**config.mk**
```make
export PLATFORM = sky130hd
export DESIGN_NAME = gam_pattern_sequencer
export DESIGN_NICKNAME = d
export VERILOG_FILES = /design/src/rtl/gam_pattern_sequencer.sv
export SDC_FILE = /design/constraint.sdc
export NUM_CORES = 2
export LEC_CHECK = 0
export BUFFER_PORTS_ARGS = -buffer_cell sky130_fd_sc_hd__buf_2
export CORE_UTILIZATION = 50
export CTS_CLUSTER_SIZE = 10
export DETAILED_ROUTE_END_ITERATION = 6
export PLACE_DENSITY = 0.68
export SLEW_MARGIN = 20
export SYNTH_ARGS = -nofsm -noshare
export SYNTH_HDL_FRONTEND = slang
export SYNTH_SLANG_ARGS = --single-unit
```
**constraint.sdc**
```tcl
create_clock -name clk -period 3.5 [get_ports clk]
set_input_delay 0.175 -clock clk [delete_from_list [all_inputs] [get_ports clk]]
set_output_delay 0.175 -clock clk [all_outputs]
set_load 0.1 [all_outputs]
```
**src/rtl/gam_pattern_sequencer.sv**
```systemverilog
// -----------------------------------------------------------------------------
// gam_pattern_sequencer
//
// Training and recall stimulus sequencer for the GAM Memory_Layer. Holds up to
// CLASS_MAX x NODE_MAX node vectors loaded from a host port, issues them class
// by class on the Memory_Layer ready_wait handshake, raises learning_done when
// the configured set has been issued, and then presents host recall probes in
// RECALL mode.
//
// Optional feature: define GAM_SEQ_ZERO_CHECK_EN to skip all-zero stored
// patterns during ISSUE and to reject all-zero recall probes (both set err).
//
// Ports
//   clk, reset        clock, synchronous active-high reset
//   ld_we/ld_class/ld_node/ld_data   pattern store write port (1-based indices)
//   cfg_classes/cfg_nodes            pass size, sampled on start
//   start             pulse, begin a learning pass
//   recall_req/recall_x              recall probe request and pattern
//   ready_wait        Memory_Layer handshake, 1=READY 0=WAIT
//   x, c              issued node vector and its class (c=0 for recall probes)
//   learning_recall   0=LEARNING, 1=RECALL
//   learning_done     all configured patterns issued
//   x_valid           one-cycle pulse per newly driven x
//   busy              high while issuing
//   err               sticky error flag, cleared only by reset
// -----------------------------------------------------------------------------
module gam_pattern_sequencer #(
  parameter int W         = 32,
  parameter int CLASS_MAX = 4,
  parameter int NODE_MAX  = 16,
  parameter int CW        = $clog2(CLASS_MAX + 1),
  parameter int NW        = $clog2(NODE_MAX + 1)
) (
  input  logic          clk,
  input  logic          reset,
  input  logic          ld_we,
  input  logic [CW-1:0] ld_class,
  input  logic [NW-1:0] ld_node,
  input  logic [W-1:0]  ld_data,
  input  logic [CW-1:0] cfg_classes,
  input  logic [NW-1:0] cfg_nodes,
  input  logic          start,
  input  logic          recall_req,
  input  logic [W-1:0]  recall_x,
  input  logic          ready_wait,
  output logic [W-1:0]  x,
  output logic [CW-1:0] c,
  output logic          learning_recall,
  output logic          learning_done,
  output logic          x_valid,
  output logic          busy,
  output logic          err
);

  localparam int DEPTH = CLASS_MAX * NODE_MAX;
  localparam int AW    = (DEPTH > 1) ? $clog2(DEPTH) : 1;

  localparam logic [CW-1:0] CLS_MAX_V  = CW'(CLASS_MAX);
  localparam logic [NW-1:0] NODE_MAX_V = NW'(NODE_MAX);

  typedef enum logic [1:0] {IDLE, ISSUE, DONE, RECALL} state_t;

  function automatic logic cls_ok(input logic [CW-1:0] v);
    return (v != '0) && (v <= CLS_MAX_V);
  endfunction

  function automatic logic node_ok(input logic [NW-1:0] v);
    return (v != '0) && (v <= NODE_MAX_V);
  endfunction

  // Indices are 1-based; the store is a flat class-major array.
  function automatic logic [AW-1:0] entry_addr(input logic [CW-1:0] cl,
                                               input logic [NW-1:0] nd);
    int a;
    a = (int'(cl) - 1) * NODE_MAX + (int'(nd) - 1);
    return AW'(a);
  endfunction

  logic [W-1:0] mem [DEPTH];

  state_t        state, state_n;
  logic [CW-1:0] cls, cls_n;
  logic [NW-1:0] node, node_n;
  logic          armed, armed_n;
  logic [CW-1:0] cfg_cls_q, cfg_cls_n;
  logic [NW-1:0] cfg_nodes_q, cfg_nodes_n;

  logic [W-1:0]  x_n;
  logic [CW-1:0] c_n;
  logic          lr_n, ld_n, xv_n, busy_n, err_n;
  logic          mem_we;
  logic          adv;
  logic          last;
  logic [W-1:0]  rd_data;

  always_comb begin
    state_n     = state;
    cls_n       = cls;
    node_n      = node;
    armed_n     = armed;
    cfg_cls_n   = cfg_cls_q;
    cfg_nodes_n = cfg_nodes_q;
    x_n         = x;
    c_n         = c;
    lr_n        = learning_recall;
    ld_n        = learning_done;
    xv_n        = 1'b0;
    busy_n      = busy;
    err_n       = err;
    mem_we      = 1'b0;
    adv         = 1'b0;
    rd_data     = mem[entry_addr(cls, node)];
    last        = (cls == cfg_cls_q) && (node == cfg_nodes_q);

    // A sampled WAIT re-arms the handshake, so READY held high issues once.
    if (!ready_wait) armed_n = 1'b1;

    if (ld_we) begin
      if (state == ISSUE || !cls_ok(ld_class) || !node_ok(ld_node)) err_n = 1'b1;
      else                                                          mem_we = 1'b1;
    end

    case (state)
      ISSUE: begin
`ifdef GAM_SEQ_ZERO_CHECK_EN
        if (rd_data == '0) begin
          err_n = 1'b1;
          adv   = 1'b1;
        end else
`endif
        if (ready_wait && armed) begin
          x_n     = rd_data;
          c_n     = cls;
          xv_n    = 1'b1;
          armed_n = 1'b0;
          adv     = 1'b1;
        end
      end
      default: begin
        // start has priority over recall_req.
        if (start) begin
          if (cls_ok(cfg_classes) && node_ok(cfg_nodes)) begin
            cfg_cls_n   = cfg_classes;
            cfg_nodes_n = cfg_nodes;
            cls_n       = CW'(1);
            node_n      = NW'(1);
            armed_n     = 1'b1;
            ld_n        = 1'b0;
            lr_n        = 1'b0;
            busy_n      = 1'b1;
            state_n     = ISSUE;
          end else begin
            err_n = 1'b1;
          end
        end else if (recall_req && (state == DONE || state == RECALL)) begin
          state_n = RECALL;
          lr_n    = 1'b1;
`ifdef GAM_SEQ_ZERO_CHECK_EN
          if (recall_x == '0) begin
            err_n = 1'b1;
          end else begin
            x_n  = recall_x;
            c_n  = '0;
            xv_n = 1'b1;
          end
`else
          x_n  = recall_x;
          c_n  = '0;
          xv_n = 1'b1;
`endif
        end
      end
    endcase

    // Step to the next store entry; the final entry ends the pass.
    if (adv) begin
      if (last) begin
        state_n = DONE;
        busy_n  = 1'b0;
        ld_n    = 1'b1;
      end else if (node == cfg_nodes_q) begin
        node_n = NW'(1);
        cls_n  = cls + CW'(1);
      end else begin
        node_n = node + NW'(1);
      end
    end
  end

  always_ff @(posedge clk) begin
    if (reset) begin
      state           <= IDLE;
      cls             <= CW'(1);
      node            <= NW'(1);
      armed           <= 1'b1;
      x               <= '0;
      c               <= '0;
      learning_recall <= 1'b0;
      learning_done   <= 1'b0;
      x_valid         <= 1'b0;
      busy            <= 1'b0;
      err             <= 1'b0;
    end else begin
      state           <= state_n;
      cls             <= cls_n;
      node            <= node_n;
      armed           <= armed_n;
      x               <= x_n;
      c               <= c_n;
      learning_recall <= lr_n;
      learning_done   <= ld_n;
      x_valid         <= xv_n;
      busy            <= busy_n;
      err             <= err_n;
    end
  end

  // Pass configuration and pattern store are data: not reset.
  always_ff @(posedge clk) begin
    cfg_cls_q   <= cfg_cls_n;
    cfg_nodes_q <= cfg_nodes_n;
    if (mem_we) mem[entry_addr(ld_class, ld_node)] <= ld_data;
  end

endmodule
```
### Word-level counts from Yosys, hierarchy flattened

Memories as Yosys holds them, arrays and structs flattened.
Index checks and enable logic that the tools add are counted.

* shift operators: 0
* reductions and logical operators: 22
* $mul: 0
* bitwise operators: 1
* mux-type cells: 58
* eq/ne operators: 8
* $add $sub $neg: 8
* $lt $le $gt $ge: 4
* div/mod/pow operators: 0

Operators by type and width (number)
* 2-to-1 mux 32 bit: 4
* 2-to-1 mux 1 bit: 32
* 2-to-1 mux 3 bit: 10
* 2-to-1 mux 5 bit: 6
* adder 6 bit: 2
* 2-to-1 mux 2 bit: 6
* subtractor 5 x 1 -> 6 bit (second input constant): 2
* less-or-equal comparator 5 bit (second input constant): 2
* nonzero test 5 bit: 2
* AND reduction 3 bit: 3
* logical AND 1 bit: 8
* less-or-equal comparator 3 bit (second input constant): 2
* inequality test 2 x 1 -> 1 bit (second input constant): 3
* nonzero test 3 bit: 2
* adder 5 x 1 -> 5 bit (second input constant): 1
* equality test 5 bit: 1
* equality test 2 bit (second input constant): 2
* nonzero test 2 bit: 2
* subtractor 2 x 1 -> 2 bit (second input constant): 2
* adder 3 x 1 -> 3 bit (second input constant): 1
* equality test 3 bit: 1
* logical OR 1 bit: 3
* equality test 2 x 1 -> 1 bit (second input constant): 1
* logical NOT 1 bit: 2
* NOT 1 bit: 1

* memories kept: 1
* word-level logic and storage cells: 115
* memory bits (read-only): 0
* output and inout bits: 40
* bits in registers: 59
* latch bits: 0
* bits in writable memories: 2048

Memories
* mem: depth 64, bits a word 32, read ports 1, clocked after Yosys merged registers in 0, write ports 1, line 79 `logic [W-1:0] mem [DEPTH];`

### Depth between registers and ports, before layout

* word-level depth: 10
* depth in mapped cells: 12
* gate-level depth less buffers: 10

### Least setup slack after synthesis

Ideal clock, no wire load.

* path type: in2reg
* start point: input port ld_node[4]
* end point: memory mem[41][0] (enable)
* cell stages on the path: 9
* data required time: 3079 ps
* arrival: 3090 ps
* path buffers: 0
* setup slack: -12 ps
* library setup time: 421 ps
* path through: inv_1 ha_1 inv_1 ha_1 a221o_1 xor2_1 nor2_1 nand2_1 nor2_1

* cells in the longest elaborated chain, start to end: 8
* elaborated cells on any way between the ends: 11

RTL lines
* start, declared: line 38 `input logic [NW-1:0] ld_node,`
* less-or-equal comparator 5 bit or nonzero test 5 bit (tied branches): line 68 `return (v != '0) && (v <= NODE_MAX_V);`
* logical AND 1 bit: line 68
* logical NOT 1 bit: line 119 `if (state == ISSUE || !cls_ok(ld_class) || !node_ok(ld_node)) err_n = 1'b1;`
* logical OR 1 bit: line 119
* 2-to-1 mux 1 bit: line 119
* 2-to-1 mux 1 bit: line 118 `if (ld_we) begin`
* 2-to-1 mux 1 bit: line 222 `if (mem_we) mem[entry_addr(ld_class, ld_node)] <= ld_data;`
* 2-to-1 mux 1 bit (not written as such): line 222
* end, declared: line 79

Several ways; a longest one is shown, not always the timed one.

### Final worst setup path

* start point: register node[1]
* end point: register x[0]

* cells in the longest elaborated chain, start to end: 5

RTL lines
* start, declared: line 83 `logic [NW-1:0] node, node_n;`
* start signal, assigned: line 206 `node <= node_n;`
* subtractor 5 x 1 -> 6 bit: line 75 `a = (int'(cl) - 1) * NODE_MAX + (int'(nd) - 1);`
* adder 6 bit: line 75
* memory (64 x 32 bit)
* 2-to-1 mux 32 bit: line 131 `if (ready_wait && armed) begin`
* 2-to-1 mux 32 bit: line 123 `case (state)`
* end signal, assigned: line 208 `x <= x_n;`
* end, declared: line 46 `output logic [W-1:0] x,`

Every way passes these cells. The select of a mux whose other input is x is not followed.
A chain may end at the register's enable or synchronous reset.

==> reports/qor.txt <==
Status: complete, but fails checks
Failing checks: design-rule violations
Main flop type after synthesis: edfxtp_1
FF+latch count, synth: 2,107
Number of DRC markers in iteration 0: 5,509
Clock Skew: 0.0404 ns
Simple-Gate Fraction of Synth Area: 2.12%
Vias in the first global route: 40.9k
DP Wirelength: 121 mm
H-tree levels: 4
Clock Sinks: 2,107
Hold Path Class: primary input to flip-flop
Final worst path period share: 99.0%
Synthesized cell area: 81,200 µm²
CTS tree: done
Post-synthesis cell type count: 49
Top cells by count, synth: 2,056 x edfxtp_1, 543 x mux4_2, 129 x a22oi_1
Via density: 6.33
Worst setup SP type: flip-flop
Synth area leaders: edfxtp_1 76%, mux4_2 15%, dfxtp_1 1.3%, a22oi_1 1.2%, nand3_1 0.64%
Synth top area share: 76.1%
Leak pwr: 30.0 nW
Slowest stage delay, CP: 0.93 ns
Tot Pwr: 53.5 mW
Crit path DAT: 4.18 ns
Initial antenna violation count: 15
Total routed wirelength: 211 mm
Critical Path RT: 4.21 ns
Slowest-stage cell, CP: fa_4
PwrDens: 562 nW/µm²
Crit-path max FO: 10
Maxcap violations: 0
Drt pass-1 iters: 7
DRC: 2
Fin Setup TNS: 0 ns
First-pass GRT wire length: 298 mm
Core area: 161,000 µm²
CP Cell Sequence: inv_1 -> ha_4 -> fa_4 -> buf_6 -> buf_12 -> buf_4 -> buf_6 -> mux4_2 -> mux4_2 -> a221oi_2 -> a31oi_1
Count leader, synth: edfxtp_1
Post-Synth Adder-Cell Area: 0.327%
Post-synth EDFFs: 2,056
Largest delay contributor family on the critical path: adder cells
Maximum clock frequency: 289 MHz
Syn_nets: 3,758
Buffers & Inverters on Critical Path: 5
Avg Inst Size Synth: 22.2 µm²
Register area share after synthesis: 77.3%
Nets: 4,314
Fin. max-slew vios: 0
RSZ-0062 raised after global routing: yes
Syn Inst Count: 3,652
Synth Area in XOR/XNOR: 0.281%
Layout area overhead: 17.3%
DR WL/cell: 32.7 µm
Mux contribution to synthesized area: 15.5%
Die Area: 164,000 µm²
Post-synth ARST share: 0%
Fin crit period: 3.46 ns
Largest net degree at the start of global routing: 79
Share of cells above drive strength 1: 32.3%
Synth area leader: edfxtp_1
Gpl congestion: 0.885
Antenna Nets Post-Route: 0
IO buf count: 125
Crit. End Element: flip-flop
Slew Limit Headroom: 24.3%
CTS Buf Count: 230
I/O pin total: 126
Main combinational cell family by area after synthesis: multiplexers
Root buf cell: clkbuf_16
Die extent in x: 405 µm
Die Y: 405 µm
Site Rows: 147
Peak supply drop: 430 µV
Compound-gate portion of the synthesized area: 3.06%
Fin. Hold Viols: 0
Setup Viol. Count Final: 0
Clk slew on worst S/H paths: 0.05 ns
CP Class: flip-flop to flip-flop
Clk_lat worst skew: 0.84 ns
Starting Density: 50.4%
Slew @ Worst Pin: 1.14 ns
Overflow left after global routing: 0
Synth warn: 0
Total GRT Usage: 25.9%
Max clock buf depth: 3
Vias post-DR: 40.9k
## per-stage QoR
stage                     hold WS (ns)  setup slack [ns]  utilization, %  cell area [µm²]  instances
after floorplan                  0.272           -0.0117               -            81200       3652
after global placement           0.369           -0.0665            54.6            87800       6051
after detailed placement         0.368           -0.0894            54.6            87800       6051
after CTS                      0.00412         0.0000639            58.9            94800       6432
after global routing            0.0338           -0.0534            59.1            95200       6451
final                           0.0663            0.0352            59.2            95200       6456
## cells in the final DEF (no fill, tap or decap), types with 17 or more instances in the layout
master	netlist	routed
buf_2	54	122
nor2_4	0	68
a22oi_1	129	128
buf_12	0	103
ha_1	18	17
o211ai_1	31	31
a211oi_1	35	34
nor2_1	121	54
clkbuf_1	113	66
mux4_2	543	543
mux2i_1	36	36
a221oi_2	28	28
dfxtp_1	51	50
dlygate4sd3_1	0	69
a31oi_1	63	53
nor3_1	33	33
edfxtp_1	2056	2056
nand2_1	56	56
nand3_1	103	103
clkbuf_16	0	236
buf_4	25	228
or3_1	32	32
## worst register-to-register path: stages (launching register included)
cell and delay, ns:
dfxtp_1 0.32, inv_1 0.07, ha_4 0.16, fa_4 0.93
buf_6 0.17, buf_12 0.17, buf_4 0.15, buf_6 0.16
mux4_2 0.34, mux4_2 0.52, a221oi_2 0.23, a31oi_1 0.12
## per-layer routing
layer | routed length [µm] | GRT usage, % | vias up
li1 | - | - | 16700
met1 | 80400 | 35.3 | 21800
met2 | 103000 | 41.9 | 2089
met3 | 21300 | 6.19 | 316
met4 | 5770 | 7.52 | 10
met5 | 65 | 0 | -
## layout make-up
| type | instances | area (µm²) |
|---|---|---|
| diodes | 6 | 15.0 |
| clock buffers | 298 | 6050 |
| clock inverters | 16 | 221 |
| fillers | 11100 | 65700 |
| inverters | 16 | 60.1 |
| multi-input cells | 1314 | 18000 |
| flip-flops and latches | 2107 | 62800 |
| well taps | 2160 | 2700 |
| repair buffers | 539 | 5400 |
## registers in the layout, indices dropped and copies added, names as in the netlist
register	flops
x_valid	1
mem	2048
cfg_nodes_q	5
armed	1
learning_recall	1
cfg_cls_q	3
cls	3
x	32
c	3
state	2
learning_done	1
busy	1
err	1
node	5
## cell families after synthesis
group,after synthesis
DFF,2107
xor gates and xnor gates,26
muxes,579
AOI/OAI and AO/OA,318
and+or+nand+nor,371
adders and majority gates,20
buffers and inverters,231
## power breakdown
| part | switching (mW) | internal (mW) | total (mW) | leakage [nW] |
|---|---|---|---|---|
| clock network | 9.11 | 11.9 | 21.0 | 3.04 |
| registers | 0.0542 | 27.8 | 27.9 | 18.9 |
| logic | 2.91 | 1.75 | 4.66 | 8.06 |
| total | 12.1 | 41.4 | 53.5 | 30.0 |
## repair_timing
item	4_1_cts	5_1_grt
buffers inserted	0	10
pin swaps	0	0
gates cloned	0	5
hold endpoints to repair	681	72
hold buffers	67	2
resized for setup	6	20
endpoints found under the setup margin	4	29
## path summary, 6_finish.rpt
path	from	to	slack (ns)	cells after the start
setup / recovery	node[1]$_SDFF_PP0_	x[0]$_SDFFE_PP0P_	0.04	11
hold / removal	cfg_nodes[0]	cfg_nodes_q[0]$_DFFE_PP_	0.07	2
setup reg to reg	node[1]$_SDFF_PP0_	x[0]$_SDFFE_PP0P_	0.04	11
hold reg to reg	c[2]$_SDFFE_PP0P_	c[2]$_SDFFE_PP0P_	0.50	2
Note: power is estimated with default switching activity, not from simulation.
